--- src/rtl/calc_engine.sv ---
// ---------------------------------------------------------------------------
// calc_engine
//   Four-function-plus-logic calculator sequencer behind a hex keypad.
//   The keypad owns the entry register; this block latches operands from it,
//   runs the selected operation and shows the result on the visor.
//
// Ports
//   clk           in   system clock, rising edge
//   reset         in   synchronous, active-high reset
//   entry[39:0]   in   current keypad entry (10 hex digits, digit9 = [39:36])
//   enter         in   one-cycle pulse on any keypad press
//   op[2:0]       in   operation at the cursor: 0 none, 1 add, 2 sub, 3 mul,
//                      4 and, 5 or (6/7 behave as 0)
//   exe           in   execute key pulse (coincident with enter)
//   ce            in   clear key pulse (coincident with enter)
//   ext_ce        out  one-cycle request to clear the keypad entry register
//   display[39:0] out  visor value: R while showing a result, else entry
//   busy          out  high while a computation is running
//   result_valid  out  high while display holds a result
//   overflow      out  carry / borrow / product-overflow of the last result
//   state[1:0]    out  0 S_A, 1 S_B, 2 S_CALC, 3 S_SHOW
// ---------------------------------------------------------------------------
module calc_engine (
    input  logic        clk,
    input  logic        reset,
    input  logic [39:0] entry,
    input  logic        enter,
    input  logic [2:0]  op,
    input  logic        exe,
    input  logic        ce,
    output logic        ext_ce,
    output logic [39:0] display,
    output logic        busy,
    output logic        result_valid,
    output logic        overflow,
    output logic [1:0]  state
);

    localparam logic [1:0] S_A    = 2'd0;
    localparam logic [1:0] S_B    = 2'd1;
    localparam logic [1:0] S_CALC = 2'd2;
    localparam logic [1:0] S_SHOW = 2'd3;

    localparam logic [2:0] OP_NONE = 3'd0;
    localparam logic [2:0] OP_ADD  = 3'd1;
    localparam logic [2:0] OP_SUB  = 3'd2;
    localparam logic [2:0] OP_MUL  = 3'd3;
    localparam logic [2:0] OP_AND  = 3'd4;
    localparam logic [2:0] OP_OR   = 3'd5;

    localparam logic [5:0] MUL_LAST = 6'd39;

    logic [1:0]  state_q, state_d;
    logic [39:0] a_q, a_d;
    logic [39:0] b_q, b_d;
    logic [39:0] r_q, r_d;
    logic [2:0]  opc_q, opc_d;
    logic        ext_ce_q, ext_ce_d;
    logic        rv_q, rv_d;
    logic        ovf_q, ovf_d;

    // Multiplier datapath: product accumulator, left-shifting multiplicand,
    // right-shifting copy of B, and a bit counter.
    logic [79:0] prod_q, prod_d;
    logic [79:0] mcand_q, mcand_d;
    logic [39:0] mplier_q, mplier_d;
    logic [5:0]  cnt_q, cnt_d;

    // Codes 6 and 7 behave exactly like "no operation".
    logic [2:0]  op_eff;
    logic        op_valid;

    logic [40:0] sum_w;
    logic [40:0] diff_w;
    logic [79:0] prod_add_w;

    assign op_eff   = (op > OP_OR) ? OP_NONE : op;
    assign op_valid = (op_eff != OP_NONE);

    // Extra top bit of the 41-bit add is the carry out of bit 39; for the
    // subtract it goes high exactly when B > A.
    assign sum_w      = {1'b0, a_q} + {1'b0, b_q};
    assign diff_w     = {1'b0, a_q} - {1'b0, b_q};
    assign prod_add_w = prod_q + (mplier_q[0] ? mcand_q : 80'd0);

    always_comb begin
        state_d  = state_q;
        a_d      = a_q;
        b_d      = b_q;
        r_d      = r_q;
        opc_d    = opc_q;
        ext_ce_d = 1'b0;
        rv_d     = rv_q;
        ovf_d    = ovf_q;
        prod_d   = prod_q;
        mcand_d  = mcand_q;
        mplier_d = mplier_q;
        cnt_d    = cnt_q;

        case (state_q)
            S_A: begin
                // exe here is meaningless; only an operator key advances.
                if (enter && op_valid) begin
                    a_d      = entry;
                    opc_d    = op_eff;
                    ext_ce_d = ~ext_ce_q;
                    state_d  = S_B;
                end
            end

            S_B: begin
                if (exe) begin
                    b_d      = entry;
                    prod_d   = 80'd0;
                    mcand_d  = {40'd0, a_q};
                    mplier_d = entry;
                    cnt_d    = 6'd0;
                    state_d  = S_CALC;
                end else if (enter && op_valid) begin
                    // User changed their mind about the operator.
                    opc_d = op_eff;
                end
            end

            S_CALC: begin
                case (opc_q)
                    OP_ADD: begin
                        r_d   = sum_w[39:0];
                        ovf_d = sum_w[40];
                    end
                    OP_SUB: begin
                        r_d   = diff_w[39:0];
                        ovf_d = diff_w[40];
                    end
                    OP_AND: begin
                        r_d   = a_q & b_q;
                        ovf_d = 1'b0;
                    end
                    OP_OR: begin
                        r_d   = a_q | b_q;
                        ovf_d = 1'b0;
                    end
                    OP_MUL: begin
                        prod_d   = prod_add_w;
                        mcand_d  = {mcand_q[78:0], 1'b0};
                        mplier_d = {1'b0, mplier_q[39:1]};
                        cnt_d    = cnt_q + 6'd1;
                        // Bit 39 is folded in on the finishing edge, so the
                        // result comes straight from the adder output.
                        if (cnt_q == MUL_LAST) begin
                            r_d   = prod_add_w[39:0];
                            ovf_d = |prod_add_w[79:40];
                        end
                    end
                    default: begin
                        r_d   = 40'd0;
                        ovf_d = 1'b0;
                    end
                endcase

                if (opc_q != OP_MUL || cnt_q == MUL_LAST) begin
                    state_d  = S_SHOW;
                    rv_d     = 1'b1;
                    ext_ce_d = ~ext_ce_q;
                end
            end

            S_SHOW: begin
                if (enter && op_valid) begin
                    // Chained operation: the shown result becomes A.
                    a_d      = r_q;
                    opc_d    = op_eff;
                    ext_ce_d = ~ext_ce_q;
                    rv_d     = 1'b0;
                    state_d  = S_B;
                end else if (enter && !exe) begin
                    // Digit press starts a fresh calculation.
                    rv_d    = 1'b0;
                    state_d = S_A;
                end
            end

            default: state_d = S_A;
        endcase

        // Clear wins over everything; the keypad wipes itself on ce so no
        // ext_ce request is issued.
        if (ce) begin
            state_d  = S_A;
            a_d      = 40'd0;
            b_d      = 40'd0;
            r_d      = 40'd0;
            opc_d    = OP_NONE;
            ext_ce_d = 1'b0;
            rv_d     = 1'b0;
            ovf_d    = 1'b0;
            cnt_d    = 6'd0;
        end
    end

    always_ff @(posedge clk) begin
        if (reset) begin
            state_q  <= S_A;
            a_q      <= 40'd0;
            b_q      <= 40'd0;
            r_q      <= 40'd0;
            opc_q    <= OP_NONE;
            ext_ce_q <= 1'b0;
            rv_q     <= 1'b0;
            ovf_q    <= 1'b0;
            prod_q   <= 80'd0;
            mcand_q  <= 80'd0;
            mplier_q <= 40'd0;
            cnt_q    <= 6'd0;
        end else begin
            state_q  <= state_d;
            a_q      <= a_d;
            b_q      <= b_d;
            r_q      <= r_d;
            opc_q    <= opc_d;
            ext_ce_q <= ext_ce_d;
            rv_q     <= rv_d;
            ovf_q    <= ovf_d;
            prod_q   <= prod_d;
            mcand_q  <= mcand_d;
            mplier_q <= mplier_d;
            cnt_q    <= cnt_d;
        end
    end

    assign ext_ce       = ext_ce_q;
    assign display      = (state_q == S_SHOW) ? r_q : entry;
    assign busy         = (state_q == S_CALC);
    assign result_valid = rv_q;
    assign overflow     = ovf_q;
    assign state        = state_q;

endmodule

--- config.mk ---
export PLATFORM = sky130hd
export DESIGN_NAME = calc_engine
export DESIGN_NICKNAME = d
export VERILOG_FILES = /design/src/rtl/calc_engine.sv
export SDC_FILE = /design/constraint.sdc
export NUM_CORES = 1
export LEC_CHECK = 0
export BUFFER_PORTS_ARGS = -buffer_cell sky130_fd_sc_hd__buf_4
export CELL_PAD_IN_SITES_DETAIL_PLACEMENT = 0
export CELL_PAD_IN_SITES_GLOBAL_PLACEMENT = 1
export CORE_ASPECT_RATIO = 1.1
export CORE_MARGIN = 5
export CORE_UTILIZATION = 35
export CTS_CLUSTER_SIZE = 40
export DETAILED_ROUTE_END_ITERATION = 8
export PLACE_DENSITY_LB_ADDON = 0.15
export SLEW_MARGIN = 0
export SYNTH_ARGS = -nofsm -noshare
export SYNTH_HDL_FRONTEND = slang
export SYNTH_SLANG_ARGS = --single-unit
export TNS_END_PERCENT = 100
--- constraint.sdc ---
create_clock -name clk -period 7.1 [get_ports clk]
set_clock_uncertainty 0.1 [all_clocks]
set_input_delay 0.71 -clock clk [delete_from_list [all_inputs] [get_ports clk]]
set_output_delay 0.71 -clock clk [all_outputs]
set_load 0.01 [all_outputs]
# Yosys cells after proc, flatten, opt, wreduce, memory -nomap -nowiden
# Index checks and enable logic that the tools add are counted.
# totals
ff_bits	334
input_bits	48
# op_classes
addsub	4
magnitude_cmp	1
eq_ne	18
muxes	38
bitwise	3
reduce_logical	20
# op_table
cell	count
$mux W80	5
$pmux W80 S2	2
$mux W40	6
$pmux W40 S5	1
$pmux W40 S2	2
$add A80 B80 Y80	1
$add A40 B40 Y41	1
$sub A40 B40 Y41	1
$and A40 B40 Y40	1
$or A40 B40 Y40	1
$reduce_or A40 Y1	1
$mux W6	2
$pmux W6 S2	1
$mux W2	5
$ne A2 B2 Y1 const B	5
$mux W3	3
$reduce_and A3 Y1	3
$pmux W2 S4	1
$reduce_bool A2 Y1	4
$add A6 B1 Y6 const B	1
$eq A3 B2 Y1 const B	2
$eq A3 B3 Y1 const B	2
$eq A6 B6 Y1 const B	1
$mux W1	6
other kinds (19)	26

# Logic depth before layout (Yosys ltp)
# depth
depth_word	7
ltp_mapped	17
ltp_nobuf	16

# Least setup slack after synthesis
# OpenSTA, ideal clock, no wires.
# synth_path
path_type	register to register
start	register mplier_q[0]
end	register ovf_q (netlist: overflow)
setup_ns	0.129
t_arrival_ns	4.017
t_required_ns	6.871
setup_slack_ns	2.855
stages_incl_launch_ff	18
n_path_buf	2
period_less_slack_ns	4.245
path_cell_list	dfxtp_1 -> clkbuf_1 -> clkbuf_1 -> and2_1 -> ha_1 -> fa_1 -> a21o_2 -> a221o_1 -> a211oi_1 -> nor3_1 -> o31a_1 -> or3_1 -> a221oi_1 -> nand4bb_1 -> nor4bb_1 -> nand4_1 -> nor4_1 -> a31oi_1
# synth_via
elab_chain_cells	5
# synth_lines
element	line_no	rtl
from (decl)	66	logic [39:0] mplier_q, mplier_d;
from (signal assigned)	226	mplier_q <= mplier_d;
$mux W80	84	assign prod_add_w = prod_q + (mplier_q[0] ? mcand_q : 80'd0);
$add A80 B80 Y80	84	
$reduce_or A40 Y1	152	ovf_d = |prod_add_w[79:40];
$mux W1	150	if (cnt_q == MUL_LAST) begin
$pmux W1 S3	126	case (opc_q)
to (signal assigned)	223	ovf_q <= ovf_d;
to (decl)	60	logic ovf_q, ovf_d;
# No other way between the ends. The select of a mux whose other input is x is not followed.
# A chain may end at the register's enable or synchronous reset.

# Worst setup path in the final report
# Ends and elaborated chain as after synthesis.

==> flow_metrics.py <==
metrics = {
    "die": {
        "die_width_um": 263,
        "fp-row-count": 102,
        "die_h_um": 289,
        "ios": 94,
        "dieArea_um2": 75900,
        "coreArea_um2": 70200,
        "start_util": 0.352,
    },
    "cts": {
        "cts.clk_slew.worst_paths_ps": 60,
        "cts_max_path_buffers": 3,
        "h-tree-depth": 2,
        "postCtsHoldBufs": 0,
        "worstSkewPairLatency_ps": 600,
        "ctsResizeCount": 0,
        "cts_buffers": 42,
        "cts.root.buffer_cell": "clkbuf_16",
        "cts.sink_count": 334,
        "cts_setup_buffers": 0,
        "tritoncts": "done",
    },
    "synthesis": {
        "syn_area_um2": 24700,
        "synth_async_sr_flop_share": 0,
        "yosysTopAreaCell": "dfxtp_1",
        "netlist-cell-type-count": 85,
        "synth_flop_cell": "dfxtp_1",
        "synth_common_cells": "467 x nand2_1, 360 x a21oi_1, 334 x dfxtp_1",
        "ys_warn_count": 0,
        "syn_inst": 3365,
        "synth-seq-cells": 334,
        "synth_edf_count": 0,
        "yosysTopAreaCellShare": 0.271,
        "yosys-top-cells-area": "dfxtp_1 27%, ha_1 10%, a21oi_1 7.3%",
        "synth_fp_nets": 3622,
        "yosysMostFrequentCell": "nand2_1",
        "yosysSeqAreaShare": 0.271,
        "synth.avg_cell_area_um2": 7.33,
    },
    "critical_path": {
        "r2r_start": "mplier_q[0]$_SDFFE_PP0P_",
        "cp_max_fo": 48,
        "critPathKind": "flip-flop to flip-flop",
        "worstPathArrival_ps": 6180,
        "r2r_slack_ps": 1260,
        "endpoint_kind": "flip-flop",
        "r2r_end": "overflow$_SDFFE_PP0P_",
        "r2r_cells": 13,
        "cp-start-kind": "flip-flop",
        "critPathRequiredTime_ps": 7450,
    },
    "detailed_routing": {
        "antenna_left": 0,
        "num_vias": 24900,
        "drc": 0,
        "routed_wirelength_mm": 95.9,
        "via_per_inst": 5.84,
        "drt_pass1_iterations": 7,
        "drtIter0Drc": 2135,
        "post_drt_wl_per_cell_um": 22.5,
    },
    "timing": {
        "grt_setup_unrepaired": "false",
        "relSlewSlack": 0.0495,
        "setup_viol": 0,
        "tns_ps": 0,
        "finalHoldViolCount": 0,
        "max_clock_freq_ghz": 0.171,
        "max_slew.worst_pin.slew_ps": 1410,
        "period_minus_slack_ps": 5840,
        "drv_slew": 0,
        "min_period_over_period": 0.822,
    },
    "finish": {
        "design_area_um2": 27500,
        "antenna_cells": 0,
        "finalCoreUtilization": 0.391,
        "final_nets": 3556,
        "layout.cells.non_filler": 4264,
        "fillers": 7422,
        "drive_gt1_frac": 0.0817,
        "area_delta_synth_final_pct": 11.3,
    },
    "placed_design": {
        "hpwlAfterDp_mm": 69.3,
        "placed_cell_area_um2": 26000,
        "portBuffers": 93,
        "dp_cells": 4191,
        "gp_congestion": 0.914,
    },
    "flow_run": {
        "cap_viol_max_count": 0,
    },
    "min_path": {
        "hold_class": "input pin to flip-flop",
        "holdPathStages": 3,
        "whs_endpoint": "b_q[34]$_SDFFE_PP0P_",
        "hold_start": "entry[34]",
    },
    "run_status": {
        "status": "finished clean",
    },
    "power": {
        "leakagePower_uw": 0.00985,
        "pwr_density_cell_nw_per_um2": 175,
        "peakVddDrop_uv": 133,
    },
    "global_routing": {
        "grt_max_degree": 204,
        "grt_pass1_vias": 24300,
        "grt_overflow": 0,
        "grt_pass1_wl_mm": 146,
        "track_usage": 0.241,
        "grt_antenna_before_repair": 5,
    },
}
==> power breakdown <==
group	switching, uW	total (uW)	internal (uW)
combinational	367	550	184
sequential	22.4	1910	1890
clock	913	2330	1420
==> layout make-up <==
type | count | area (um2) | share of cell area
Multi-Input combinational cell | 2647 | 16600 | 0.605
Sequential cell | 334 | 6690 | 0.243
Clock buffer | 55 | 1170 | 0.0426
Tap cell | 936 | 1170 | 0.0426
Timing Repair Buffer | 122 | 957 | 0.0348
Inverter | 152 | 571 | 0.0208
Clock inverter | 18 | 302 | 0.0110
==> how the worst max path moves through the flow <==
| stage | start | to | slack (ps) | depth (start not counted) |
|---|---|---|---|---|
| floorplan | mplier_q[0]$_SDFFE_PP0P_ | overflow$_SDFFE_PP0P_ | 2850 | 17 |
| global placement | mplier_q[0]$_SDFFE_PP0P_ | overflow$_SDFFE_PP0P_ | 1470 | 13 |
| detailed placement | mplier_q[0]$_SDFFE_PP0P_ | overflow$_SDFFE_PP0P_ | 1440 | 13 |
| CTS | mplier_q[0]$_SDFFE_PP0P_ | overflow$_SDFFE_PP0P_ | 1440 | 13 |
| global route | mplier_q[0]$_SDFFE_PP0P_ | overflow$_SDFFE_PP0P_ | 1110 | 13 |
| finish | mplier_q[0]$_SDFFE_PP0P_ | overflow$_SDFFE_PP0P_ | 1260 | 13 |
==> state kept, by name, indices dropped and copies added, names as in the netlist <==
register,cells
state,2
prod_q,80
opc_q,3
cnt_q,6
result_valid,1
a_q,40
r_q,40
mcand_q,80
mplier_q,40
overflow,1
ext_ce,1
b_q,40
==> stage by stage <==
| step | setup WS [ps] | hold slack (ps) | power [uW] |
|---|---|---|---|
| 6_report | 1260 | 275 | 4790 |
| 5_1_grt | 1110 | 261 | 4980 |
| 4_1_cts | 1440 | 243 | 4850 |
| 3_5_place_dp | 1440 | 329 | 2500 |
| 3_3_place_gp | 1470 | 333 | 2490 |
| 2_1_floorplan | 2850 | 320 | 2290 |
==> worst max-delay path, cell delays in order (launching register included) <==
cell	delay, ps
dfxtp_2	800
and2_1	240
ha_1	290
nand2_1	130
nor2_1	270
nand2_1	90
a2111oi_0	890
o21ai_0	400
o311ai_0	1250
o21ai_0	220
nor4_1	370
nand4_1	220
nor4_1	270
a31oi_1	130
==> metal layers <==
metal  track usage  part of all wire  up-vias
met1         0.316              0.45    12100
met3        0.0394             0.054      148
met2         0.409              0.47      697
met4        0.0728             0.031        4
met5             0           0.00023        -
li1              -                 -    12000
==> cells by family after synthesis <==
logic type	Yosys count	synth area share
AND/OR/NAND/NOR	1222	0.224
AO/OA/AOI/OAI	1049	0.273
buffers and inverters	384	0.0587
flip-flops	334	0.271
adder cells (fa/ha/maj)	209	0.107
multiplexers	88	0.0377
XOR/XNOR	79	0.0286
==> cells in the final DEF (no fill, tap or decap), types with 95 or more instances in the layout <==
cell type,instances
a31oi_1,95
nand2_1,465
nor2_1,302
dfxtp_1,332
buf_4,118
nand3_1,157
a21oi_1,359
o21ai_0,168
ha_1,204
inv_1,151
(Power assumes the default switching activity.)
